File: src/rtl/sggoc_pkg.sv
// Shared constants and types for the cartridge slot mapper.
package sggoc_pkg;

    // CPU address map boundaries of the cartridge window
    localparam logic [15:0] SLOT_FIXED_END = 16'h0400;
    localparam logic [15:0] SLOT1_BASE     = 16'h4000;
    localparam logic [15:0] SLOT2_BASE     = 16'h8000;
    localparam logic [15:0] RAM_BASE       = 16'hC000;

    // Paging register addresses
    localparam logic [15:0] REG_CTRL  = 16'hFFFC;
    localparam logic [15:0] REG_BANK0 = 16'hFFFD;
    localparam logic [15:0] REG_BANK1 = 16'hFFFE;
    localparam logic [15:0] REG_BANK2 = 16'hFFFF;

    // Power-on bank selections: identity mapping of the first 48 KB
    localparam logic [7:0] BANK0_RST = 8'd0;
    localparam logic [7:0] BANK1_RST = 8'd1;
    localparam logic [7:0] BANK2_RST = 8'd2;

    // Flash read sequencer states
    typedef enum logic [1:0] {
        ST_IDLE   = 2'd0,
        ST_ACCESS = 2'd1,
        ST_DONE   = 2'd2
    } fl_state_t;

endpackage

File: src/rtl/cart_mapper_if.sv
// Z80 memory bus as seen by the cartridge slot.
// The Z80 "do" data-out signal is named dout because do is a keyword.
interface cart_mapper_if;
    logic        mem_rd;
    logic        mem_wr;
    logic [15:0] addr;
    logic [7:0]  di;
    logic [7:0]  dout;
    logic        wait_n;

    modport master (
        output mem_rd, mem_wr, addr, di,
        input  dout, wait_n
    );

    modport slave (
        input  mem_rd, mem_wr, addr, di,
        output dout, wait_n
    );
endinterface

File: src/rtl/cart_mapper_reader.sv
// Flash read sequencer: holds CE/OE low for FL_WAIT cycles, captures the
// byte and stretches the Z80 cycle with wait_n until the byte is valid.
module flash_reader
    import sggoc_pkg::*;
#(
    parameter int FL_WAIT = 4
) (
    input  logic        clk,
    input  logic        reset_n,
    input  logic        req,
    input  logic        hold,
    input  logic [21:0] req_addr,
    input  logic [7:0]  fl_dq,
    output logic [7:0]  data,
    output logic        wait_n,
    output logic [21:0] fl_addr,
    output logic        fl_ce_n,
    output logic        fl_oe_n
);

    localparam int CW = $clog2(FL_WAIT + 1);

    fl_state_t   state, state_next;
    logic [CW-1:0] cnt, cnt_next;
    logic        en_n, en_n_next;
    logic [7:0]  data_next;
    logic [21:0] addr_next;

    // State register plus the flash address, strobe, counter and data latch
    always_ff @(posedge clk or negedge reset_n) begin
        if (!reset_n) begin
            state   <= ST_IDLE;
            cnt     <= '0;
            en_n    <= 1'b1;
            data    <= 8'hFF;
            fl_addr <= '0;
        end else begin
            state   <= state_next;
            cnt     <= cnt_next;
            en_n    <= en_n_next;
            data    <= data_next;
            fl_addr <= addr_next;
        end
    end

    // Next-state logic; an access that loses mem_rd is dropped without touching data
    always_comb begin
        state_next = state;
        cnt_next   = cnt;
        en_n_next  = en_n;
        data_next  = data;
        addr_next  = fl_addr;
        case (state)
            ST_IDLE: begin
                if (req) begin
                    state_next = ST_ACCESS;
                    addr_next  = req_addr;
                    en_n_next  = 1'b0;
                    cnt_next   = CW'(FL_WAIT - 1);
                end
            end
            ST_ACCESS: begin
                if (!hold) begin
                    state_next = ST_IDLE;
                    en_n_next  = 1'b1;
                end else if (cnt == '0) begin
                    data_next  = fl_dq;
                    en_n_next  = 1'b1;
                    state_next = ST_DONE;
                end else begin
                    cnt_next = cnt - CW'(1);
                end
            end
            ST_DONE: begin
                if (!hold) state_next = ST_IDLE;
            end
            default: state_next = ST_IDLE;
        endcase
    end

    assign fl_ce_n = en_n;
    assign fl_oe_n = en_n;

    // Combinational so the CPU is stalled in the very cycle mem_rd rises;
    // reset releases the CPU immediately even if mem_rd is still high.
    assign wait_n = ~(reset_n & req & (state != ST_DONE));

endmodule

File: src/rtl/cart_mapper.sv
// Sega-style cartridge mapper: paging registers at 0xFFFC-0xFFFF and the
// translation of Z80 reads in 0x0000-0xBFFF into 22-bit flash addresses.
module cart_mapper
    import sggoc_pkg::*;
#(
    parameter int         FL_WAIT   = 4,
    parameter logic [7:0] BANK_MASK = 8'hFF
) (
    input  logic          clk,
    input  logic          reset_n,
    cart_mapper_if.slave  bus,
    input  logic [7:0]    fl_dq,
    output logic [21:0]   fl_addr,
    output logic          fl_ce_n,
    output logic          fl_oe_n,
    output logic          fl_we_n,
    output logic          fl_rst_n
);

    logic        mem_wr_d;
    logic        reg_wr;
    logic [7:0]  ctrl;
    logic [7:0]  bank0, bank1, bank2;
    logic [7:0]  bank_sel;
    logic [21:0] xlat_addr;
    logic        cart_sel;

    // A write counts once, on the rising edge of mem_wr, and only in the register window
    assign reg_wr = bus.mem_wr & ~mem_wr_d & (bus.addr >= REG_CTRL);

    // Paging registers, write-edge detector and flash reset release
    always_ff @(posedge clk or negedge reset_n) begin
        if (!reset_n) begin
            mem_wr_d <= 1'b0;
            ctrl     <= 8'h00;
            bank0    <= BANK0_RST;
            bank1    <= BANK1_RST;
            bank2    <= BANK2_RST;
            fl_rst_n <= 1'b0;
        end else begin
            mem_wr_d <= bus.mem_wr;
            fl_rst_n <= 1'b1;
            if (reg_wr) begin
                case (bus.addr[1:0])
                    REG_CTRL[1:0]:  ctrl  <= bus.di;
                    REG_BANK0[1:0]: bank0 <= bus.di;
                    REG_BANK1[1:0]: bank1 <= bus.di;
                    default:        bank2 <= bus.di;
                endcase
            end
        end
    end

    // Slot decode; the first 1 KB always maps to bank 0 so the reset vectors survive paging
    always_comb begin
        bank_sel = 8'h00;
        if (bus.addr < SLOT_FIXED_END)  bank_sel = 8'h00;
        else if (bus.addr < SLOT1_BASE) bank_sel = bank0 & BANK_MASK;
        else if (bus.addr < SLOT2_BASE) bank_sel = bank1 & BANK_MASK;
        else                            bank_sel = bank2 & BANK_MASK;
        xlat_addr = {bank_sel, bus.addr[13:0]};
    end

    // Simultaneous read and write is treated as a write; RAM owns 0xC000 upward
    assign cart_sel = bus.mem_rd & ~bus.mem_wr & (bus.addr < RAM_BASE);
    assign fl_we_n  = 1'b1;

    flash_reader #(.FL_WAIT(FL_WAIT)) u_reader (
        .clk      (clk),
        .reset_n  (reset_n),
        .req      (cart_sel),
        .hold     (bus.mem_rd),
        .req_addr (xlat_addr),
        .fl_dq    (fl_dq),
        .data     (bus.dout),
        .wait_n   (bus.wait_n),
        .fl_addr  (fl_addr),
        .fl_ce_n  (fl_ce_n),
        .fl_oe_n  (fl_oe_n)
    );

endmodule
File: src/flat_wrapper.sv
// flat-port wrapper written by rule: the top's interface ports become plain ports
module cart_mapper_flat import sggoc_pkg::*;
#(
    parameter int         FL_WAIT   = 4,
    parameter logic [7:0] BANK_MASK = 8'hFF
)
  (clk, reset_n, fl_dq, fl_addr, fl_ce_n, fl_oe_n, fl_we_n, fl_rst_n, bus_mem_rd, bus_mem_wr, bus_addr, bus_di, bus_dout, bus_wait_n);
  cart_mapper_if bus_i ();
  input  logic clk;
  input  logic reset_n;
  input  logic [7:0] fl_dq;
  output logic [21:0] fl_addr;
  output logic fl_ce_n;
  output logic fl_oe_n;
  output logic fl_we_n;
  output logic fl_rst_n;
  input wire logic [$bits(bus_i.mem_rd)-1:0] bus_mem_rd;
  input wire logic [$bits(bus_i.mem_wr)-1:0] bus_mem_wr;
  input wire logic [$bits(bus_i.addr)-1:0] bus_addr;
  input wire logic [$bits(bus_i.di)-1:0] bus_di;
  output wire logic [$bits(bus_i.dout)-1:0] bus_dout;
  output wire logic [$bits(bus_i.wait_n)-1:0] bus_wait_n;
  assign bus_i.mem_rd = bus_mem_rd;
  assign bus_i.mem_wr = bus_mem_wr;
  assign bus_i.addr = bus_addr;
  assign bus_i.di = bus_di;
  assign bus_dout = bus_i.dout;
  assign bus_wait_n = bus_i.wait_n;
  cart_mapper #(.FL_WAIT(FL_WAIT), .BANK_MASK(BANK_MASK)) u_core (.clk(clk), .reset_n(reset_n), .bus(bus_i), .fl_dq(fl_dq), .fl_addr(fl_addr), .fl_ce_n(fl_ce_n), .fl_oe_n(fl_oe_n), .fl_we_n(fl_we_n), .fl_rst_n(fl_rst_n));
endmodule
File: config.mk
export PLATFORM = sky130hd
export DESIGN_NAME = cart_mapper_flat
export DESIGN_NICKNAME = d
export VERILOG_FILES = /design/src/rtl/sggoc_pkg.sv /design/src/rtl/cart_mapper_if.sv /design/src/rtl/cart_mapper_reader.sv /design/src/rtl/cart_mapper.sv /design/src/flat_wrapper.sv
export SDC_FILE = /design/constraint.sdc
export NUM_CORES = 1
export LEC_CHECK = 0
export BUFFER_PORTS_ARGS = -buffer_cell sky130_fd_sc_hd__buf_2
export CAP_MARGIN = 15
export CORE_UTILIZATION = 56
export CTS_CLUSTER_DIAMETER = 200
export DETAILED_ROUTE_END_ITERATION = 8
export MAX_ROUTING_LAYER = met4
export PLACE_DENSITY = 0.91
export SKIP_LAST_GASP = 1
export SYNTH_ARGS = -nofsm -noshare
export SYNTH_HDL_FRONTEND = slang
export SYNTH_SLANG_ARGS = --single-unit
export TNS_END_PERCENT = 20
File: constraint.sdc
create_clock -name clk -period 4.1 [get_ports clk]
set_input_delay 0.41 -clock clk [delete_from_list [all_inputs] [get_ports clk]]
set_output_delay 0.41 -clock clk [all_outputs]
set_load 0.005 [all_outputs]
Word-level counts from Yosys, hierarchy flattened
Cells that the tools add are included.

Register bits after elaboration: 62. Input port bits: 36. Output and inout bits: 35. Word-level logic and storage cells: 65.

Add/sub/neg operators: 1. Magnitude comparators: 5. Equality and inequality tests: 10. Mux-type cells: 16. Bitwise gates (word level): 10. Reductions and logical operators: 13.

Operators with widths (number): $lt A16 B16 Y1 const B (2); $mux W8 (3); $ge A16 B16 Y1 const B (1); $lt A16 B11 Y1 const B (1); $lt A16 B15 Y1 const B (1); $ne A2 B2 Y1 const B (5); $mux W3 (3); $reduce_and A3 Y1 (3); $mux W2 (4); $reduce_and A2 Y1 (4); $and A1 B1 Y1 (6); $pmux W2 S3 (1); $pmux W3 S2 (1); $eq A2 B1 Y1 const B (2); $eq A2 B2 Y1 const B (2); $logic_not A2 Y1 (2); $not A1 Y1 (4); $reduce_and A4 Y1 (1); $logic_not A3 Y1 (1); $mux W1 (3); $ne A3 B3 Y1 const B (1); $reduce_or A3 Y1 (1); $sub A3 B1 Y3 const B (1); $pmux W1 S2 (1); $reduce_bool A2 Y1 (1).

Logic depth before layout (Yosys ltp)
Gate-level depths: netlist of run 1.

Depth in word-level cells: 6. Mapped depth: 6. Gate-level depth less buffers: 5.

Cells and area by module
From an unflattened synthesis of run 1, not the netlist that was laid out.

Cell total of the unflattened synthesis: 245. Area, all modules: 2736.4 um^2.

By module, submodules not included: flash_reader (times used 1, cells an instance 146, area each 1488.9 um^2, sequential area each 912.1 um^2); cart_mapper (times used 1, cells an instance 99, area each 1247.4 um^2, sequential area each 653.1 um^2).

Least setup slack after synthesis of run 1
Ideal clock, no wire load.

Kind: input -> register. From: in bus_addr[15]. To: reg u_core.bank1[1]. Setup time: 0.125 ns. Arrival: 1.554 ns. Data required time: 3.975 ns. Slack: 2.422 ns. Stages: 5. Path buffers: 1. Cells stage by stage: buf_4 > nand4_1 > nor4_4 > nand3b_2 > mux2_2.

Longest elaborated chain between the ends: 3.

RTL lines: start: declaration (RTL line flat_wrapper.sv:19) `input wire logic [$bits(bus_i.addr)-1:0] bus_addr;`; $ge A16 B16 Y1 (RTL line cart_mapper.sv:29) `assign reg_wr = bus.mem_wr & ~mem_wr_d & (bus.addr >= REG_CTRL);`; $and A1 B1 Y1 (RTL line cart_mapper.sv:29); $reduce_and A2 Y1 (no source line); end signal: assignment (RTL line cart_mapper.sv:47) `REG_BANK1[1:0]: bank1 <= bus.di;`; end: declaration (RTL line cart_mapper.sv:23) `logic [7:0] bank0, bank1, bank2;`.

No other way between the ends. A chain may end at the register's enable or synchronous reset.

Worst setup path after layout of run 1
From: in bus_addr[15]. To: reg u_core.u_reader.cnt[1].

Longest elaborated chain between the ends: 4.

RTL lines: $lt A16 B16 Y1 (RTL line cart_mapper.sv:65) `assign cart_sel = bus.mem_rd & ~bus.mem_wr & (bus.addr < RAM_BASE);`; $and A1 B1 Y1 (RTL line cart_mapper.sv:65); $ne A2 B2 Y1 (no source line); $reduce_and A4 Y1 (no source line); end signal: assignment (RTL line cart_mapper_reader.sv:39) `cnt <= cnt_next;`; end: declaration (RTL line cart_mapper_reader.sv:24) `logic [CW-1:0] cnt, cnt_next;`.

No other way between the ends.

==> impl_metrics.tcl, run 1 <==
set metrics [dict create \
    status "completed" \
    drt_wl_total_mm 5.20 \
    ys_async_sr_fraction 1.00 \
    synth_ff_type "dfrtp_1" \
    yosys.cell_count.top_type "dfrtp_1" \
    finalSetupViolCount 0 \
    first_iter_violations 105 \
    worst_clock_skew_ns 0.00840 \
    worst_ep_required_time_ns 4.33 \
    area_growth_pct 21.1 \
    synth_top_area_share 0.489 \
    place_inst 310 \
    vias 1807 \
    grt_max_degree 63 \
    end_kind "flip-flop" \
    die_h_um 70.3 \
    drcViolationCount 0 \
    grt_pass1_wl_mm 8.69 \
    cts_tree "done" \
    final.setup.worst_slack_ns 2.29 \
    synth_top_area_cell "dfrtp_1" \
    postCtsSetupBuffers 0 \
    drtAntennaViolNets 0 \
    ir_worst_vdd_mv 0.223 \
    start_kind "input pin" \
    tns_ns 0 \
    drv_cap 0 \
    slew_headroom 0.504 \
    clkTransAtPathRegs_ns 0.07 \
    rsz0062_at_grt "false" \
    r2r-start "u_core.mem_wr_d" \
    hold_class "in2reg" \
    min_period_over_period 0.442 \
    pin_count 71 \
    antennaDiodeCount 0 \
    grt_overflow 0 \
    synthCells 193 \
    hold_ws_ns 0.221 \
    synth_seq_cells 62 \
    io_buffers 69 \
    syn-cell-area_mm2 0.00261 \
    clock_latency_ns 0.34 \
    post-route-min-period_ns 1.81 \
    synth_common_cells "51 x dfrtp_1, 47 x mux2_2, 12 x nand2_1, 11 x dfstp_2, 10 x nor2_1" \
    crit_start "bus_addr[15]" \
    rows 24 \
    yosys-top-cells-area "dfrtp_1 49%, mux2_2 20%, dfstp_2 11%" \
    fin_nets 307 \
    fin_util 0.715 \
    p_leak_nw 1.62 \
    yosysUniqueCellTypes 28 \
    cts_resized 0 \
    vias_per_cell 5.54 \
    cts_buffers 9 \
    drt_pass1_iterations 4 \
    cts_hold_buf 0 \
    cts_buffer_depth 2 \
    achievable-frequency_ghz 0.552 \
    h-tree-depth 3 \
    die_x_um 70.3 \
    fp.coreArea_mm2 0.00441 \
    worstPathArrival_ns 2.04 \
    dieArea_mm2 0.00494 \
    crit_type "in2reg" \
    preCtsSetupSlack_ns 1.93 \
    ys_seq_area_frac 0.600 \
    grt_pass1_vias 1901 \
    tightest_slew_ns 0.744 \
    grt_usage 0.239 \
    slew_viol_final 0 \
    drive_gt1_frac 0.526 \
    layoutNonFillerInstCount 326 \
    grt_antenna_before_repair 0 \
    synth_area_per_cell_um2 13.5 \
    worst-path-max-fanout 19 \
    cts_root_buf "clkbuf_8" \
    finalHoldViolations 0 \
    synth_warnings 0 \
    gp_routability_congestion 0.761 \
    start_util 0.591 \
    synth-edff-count 0 \
    powerDensity_mw_per_mm2 463 \
    wl_per_cell_um 16.0 \
    hpwl_mm 3.61 \
    clock-sinks 62 \
    hp-start "bus_mem_wr" \
]
-- layout make-up --
type | count | area, µm²
sequential | 62 | 1570
fill | 307 | 1260
multi-input combinational | 121 | 991
timing repair buffer | 71 | 360
clock buffer | 15 | 156
tap | 52 | 65.1
inverter | 4 | 15.0
clock inverter | 1 | 5.00
-- layout by cell type, fill, tap and decap left out, types with 2 or more instances in the layout --
master | synthesis | final
a21oi_1 | 9 | 9
buf_2 | 3 | 69
buf_4 | 3 | 2
clkbuf_1 | 1 | 5
clkbuf_8 | 0 | 10
conb_1 | 1 | 2
dfrtp_1 | 51 | 51
dfstp_2 | 11 | 11
ha_1 | 2 | 2
inv_1 | 4 | 4
mux2_2 | 47 | 47
mux2i_1 | 9 | 9
nand2_1 | 12 | 12
nand2b_1 | 3 | 3
nand3_1 | 2 | 2
nand3b_2 | 2 | 2
nand4_1 | 4 | 4
nor2_1 | 10 | 10
nor2b_1 | 2 | 2
o21ai_0 | 8 | 8
-- critical path, cell delays in order --
cell,delay (ns)
buf_2,0.30
nand2_1,0.12
nand3_1,0.31
buf_4,0.31
o21a_1,0.24
mux2_2,0.35
-- path summary, 6_finish.rpt --
| check | slack, ns | to | cells after the start |
|---|---|---|---|
| min in group asynchronous | 0.28 | u_core.bank0[6] | 2 |
| setup / recovery | 2.29 | u_core.u_reader.cnt[1] | 6 |
| hold / removal | 0.22 | u_core.mem_wr_d | 1 |
| hold reg to reg | 0.49 | u_core.u_reader.fl_addr[19] | 2 |
| max in group asynchronous | 3.33 | u_core.u_reader.fl_addr[10] | 2 |
| setup reg to reg | 2.32 | u_core.bank1[4] | 4 |
-- report_power, final --
| part | leakage [nW] | switching [mW] | internal [mW] |
|---|---|---|---|
| Combinational | 0.760 | 0.112 | 0.138 |
| Sequential | 0.782 | 0.0369 | 0.720 |
| Clock | 0.0817 | 0.220 | 0.236 |
| Total | 1.62 | 0.369 | 1.09 |
-- layer usage --
metal  up-vias  GRT usage  share of wire
met3        19     0.0476          0.051
met4         0      0.136          0.033
li1        834          -              -
met5         -          -              0
met1       894      0.297           0.44
met2        60      0.367           0.47
-- logic make-up (layout without fill, tap and decap cells) --
logic type | Yosys count | after routing | synth area share
buffers and inverters | 11 | 91 | 0.0216
adder cells (fa/ha/maj) | 2 | 2 | 0.00959
multiplexers | 56 | 56 | 0.237
AND/OR/NAND/NOR | 40 | 40 | 0.0854
flip-flops | 62 | 62 | 0.600
other | 1 | 2 | 0.00144
AO/OA/AOI/OAI | 21 | 21 | 0.0446
-- through the flow --
step | power (mW) | instance area [µm²]
3_3_place_gp | 1.01 | 3000
5_1_grt | 1.53 | 3160
3_5_place_dp | 1.02 | 3000
4_1_cts | 1.47 | 3160
2_1_floorplan | 0.893 | 2610
6_report | 1.46 | 3160
-- registers in the layout, indices dropped and copies added, names as in the netlist --
name / flops
u_core.bank2: 8
u_core.mem_wr_d: 1
u_core.u_reader.cnt: 3
u_core.u_reader.fl_ce_n: 1
u_core.u_reader.state: 2
u_core.bank1: 8
u_core.u_reader.data: 8
u_core.fl_rst_n: 1
u_core.bank0: 8
u_core.u_reader.fl_addr: 22
No activity file was read; power rests on OpenSTA's default activity.
==> run 2: changes to the inputs <==
--- a/config.mk
+++ b/config.mk
@@ -7,11 +7,11 @@
 export LEC_CHECK = 0
 export BUFFER_PORTS_ARGS = -buffer_cell sky130_fd_sc_hd__buf_2
 export CAP_MARGIN = 15
-export CORE_UTILIZATION = 56
+export CORE_UTILIZATION = 47
 export CTS_CLUSTER_DIAMETER = 200
 export DETAILED_ROUTE_END_ITERATION = 8
 export MAX_ROUTING_LAYER = met4
-export PLACE_DENSITY = 0.91
+export PLACE_DENSITY = 0.83
 export SKIP_LAST_GASP = 1
 export SYNTH_ARGS = -nofsm -noshare
 export SYNTH_HDL_FRONTEND = slang
==> constraint.sdc (replaced) <==
create_clock -name clk -period 1.6 [get_ports clk]
set_input_delay 0.16 -clock clk [delete_from_list [all_inputs] [get_ports clk]]
set_output_delay 0.16 -clock clk [all_outputs]
set_load 0.005 [all_outputs]
==> run 2 against run 1 <==
Power rose to 2.7 times the previous value. Critical path depth down 1. Highest routed layer unchanged. Global-route usage down 3.8 points.
==> impl_metrics.tcl, run 2 (same netlist as run 1, synthesis figures left out) <==
set metrics [dict create \
    status "completed" \
    fin_nets 316 \
    final_area_mm2 0.00332 \
    post-route-min-period_ns 1.56 \
    placed_area_mm2 0.00308 \
    cts_tree "done" \
    vias 1769 \
    tns_ns 0 \
    start_kind "flip-flop" \
    worst_ep_required_time_ns 1.81 \
    first_iter_violations 57 \
    rows 26 \
    worst_clock_skew_ns 0.00567 \
    vias_per_cell 5.01 \
    dieArea_mm2 0.00585 \
    grt_usage 0.201 \
    h-tree-depth 3 \
    hpwl_mm 3.64 \
    clkTransAtPathRegs_ns 0.06 \
    drt_pass1_iterations 4 \
    antennaDiodeCount 0 \
    mostFrequentLayoutCells "69 x buf_2, 51 x dfrtp_1, 47 x mux2_2" \
    fin_util 0.634 \
    clock_latency_ns 0.32 \
    cts_root_buf "clkbuf_8" \
    largest_reg_flops 22 \
    grt_pass1_wl_mm 8.69 \
    rsz0062_at_grt "true" \
    p_int_mw 2.99 \
    drv_cap 0 \
    grt_overflow 0 \
    layoutNonFillerInstCount 353 \
    top_register "u_core.u_reader.fl_addr" \
    grt_pass1_vias 1829 \
    ir_worst_vdd_mv 0.585 \
    io_buffers 69 \
    die_h_um 76.5 \
    slew_viol_final 0 \
    hold_class "in2reg" \
    achievable-frequency_ghz 0.643 \
    hold_ws_ns 0.0650 \
    die_x_um 76.5 \
    share_comb_of_total_power 0.168 \
    drt_wl_total_mm 5.11 \
    powerDensity_mw_per_mm2 1180 \
    cts_buffers 9 \
    area_growth_pct 27.3 \
    wl_per_cell_um 14.5 \
    grt_antenna_before_repair 0 \
    pin_count 71 \
    place_inst 334 \
    layout_commonest_cell "buf_2" \
    drive_gt1_frac 0.544 \
    drtAntennaViolNets 0 \
    start_util 0.498 \
    drcViolationCount 0 \
    finalHoldViolations 0 \
    worst-path-max-fanout 8 \
    crit_type "reg2reg" \
    p_leak_nw 1.70 \
    p_sw_mw 0.927 \
    worstPathArrival_ns 1.76 \
    cts_buffer_depth 2 \
    finalSetupViolCount 0 \
    clock-sinks 62 \
    seqPwrFrac 0.495 \
    power_switching_share 0.237 \
    fp.coreArea_mm2 0.00524 \
    end_kind "flip-flop" \
    grt_max_degree 63 \
    gp_routability_congestion 0.724 \
    min_period_over_period 0.972 \
    pwr-share-clk 0.337 \
]
## run 2: cell count changes in the layout (fill, tap and decap cells not counted)
| cell | change |
|---|---|
| buf_4 | +6 |
| clkbuf_8 | +4 |
| clkbuf_1 | -3 |
| dlygate4sd3_1 | +2 |
| buf_12 | +1 |
| clkinv_2 | -1 |
| nand3_2 | -1 |
| nand3_4 | +1 |
| nand3b_2 | -1 |
| nand3b_4 | +1 |
## run 2: cell type report
type / instances / area (µm²)
clock buffers: 16 / 200
fillers: 430 / 1920
inverters: 4 / 15.0
multi-input cells: 121 / 1010
flip-flops and latches: 62 / 1570
well taps: 70 / 87.6
repair buffers: 80 / 445
## run 2: worst paths after layout
path	start	cells past startpoint	slack, ns	end
worst max-delay path	u_core.mem_wr_d	5	0.04	u_core.bank2[0]
worst min-delay path	fl_dq[5]	2	0.07	u_core.u_reader.data[5]
worst max register to register	u_core.mem_wr_d	5	0.04	u_core.bank2[0]
worst min register to register	u_core.u_reader.fl_addr[15]	2	0.49	u_core.u_reader.fl_addr[15]
max in group asynchronous	reset_n	3	0.84	u_core.u_reader.data[6]
min in group asynchronous	reset_n	3	0.44	u_core.u_reader.fl_addr[14]
## run 2: layer usage
layer | GRT usage | part of all wire | wire length [µm] | up-vias
li1 | - | - | - | 853
met1 | 0.243 | 0.46 | 2340 | 858
met2 | 0.319 | 0.49 | 2500 | 53
met3 | 0.0431 | 0.045 | 232 | 5
met4 | 0.100 | 0.0090 | 46 | 0
met5 | - | 0 | 0 | -
## run 2: power groups by stage
stage / registers, mW / clock network (mW) / logic [mW]
floorplan: 1.99 / 0 / 0.304
global placement: 1.95 / 0 / 0.647
detailed placement: 1.97 / 0 / 0.664
CTS: 1.94 / 1.36 / 0.672
global route: 1.97 / 1.43 / 0.729
finish: 1.94 / 1.32 / 0.660
## run 2: worst max-delay path, cell delays in order, from the launching register on
cell      delay [ns]
dfrtp_1         0.37
nand4b_1        0.22
nor4_4          0.20
buf_4           0.20
nand3_4         0.15
mux2_2          0.31
## run 2: through the flow
step | setup WS (ns) | power (mW)
6_report | 0.0447 | 3.92
3_5_place_dp | -0.189 | 2.63
4_1_cts | 0.0311 | 3.97
2_1_floorplan | 0.0340 | 2.29
3_3_place_gp | -0.0832 | 2.60
5_1_grt | -0.0437 | 4.13
## run 2: timing repair
action / in CTS / in global routing
setup endpoints to repair: 24 / 15
hold buffers: 2 / 0
pin swaps: 1 / 0
endpoints found under the hold margin: 52 / 0
setup buffers: 1 / 0
resized for setup: 2 / 0
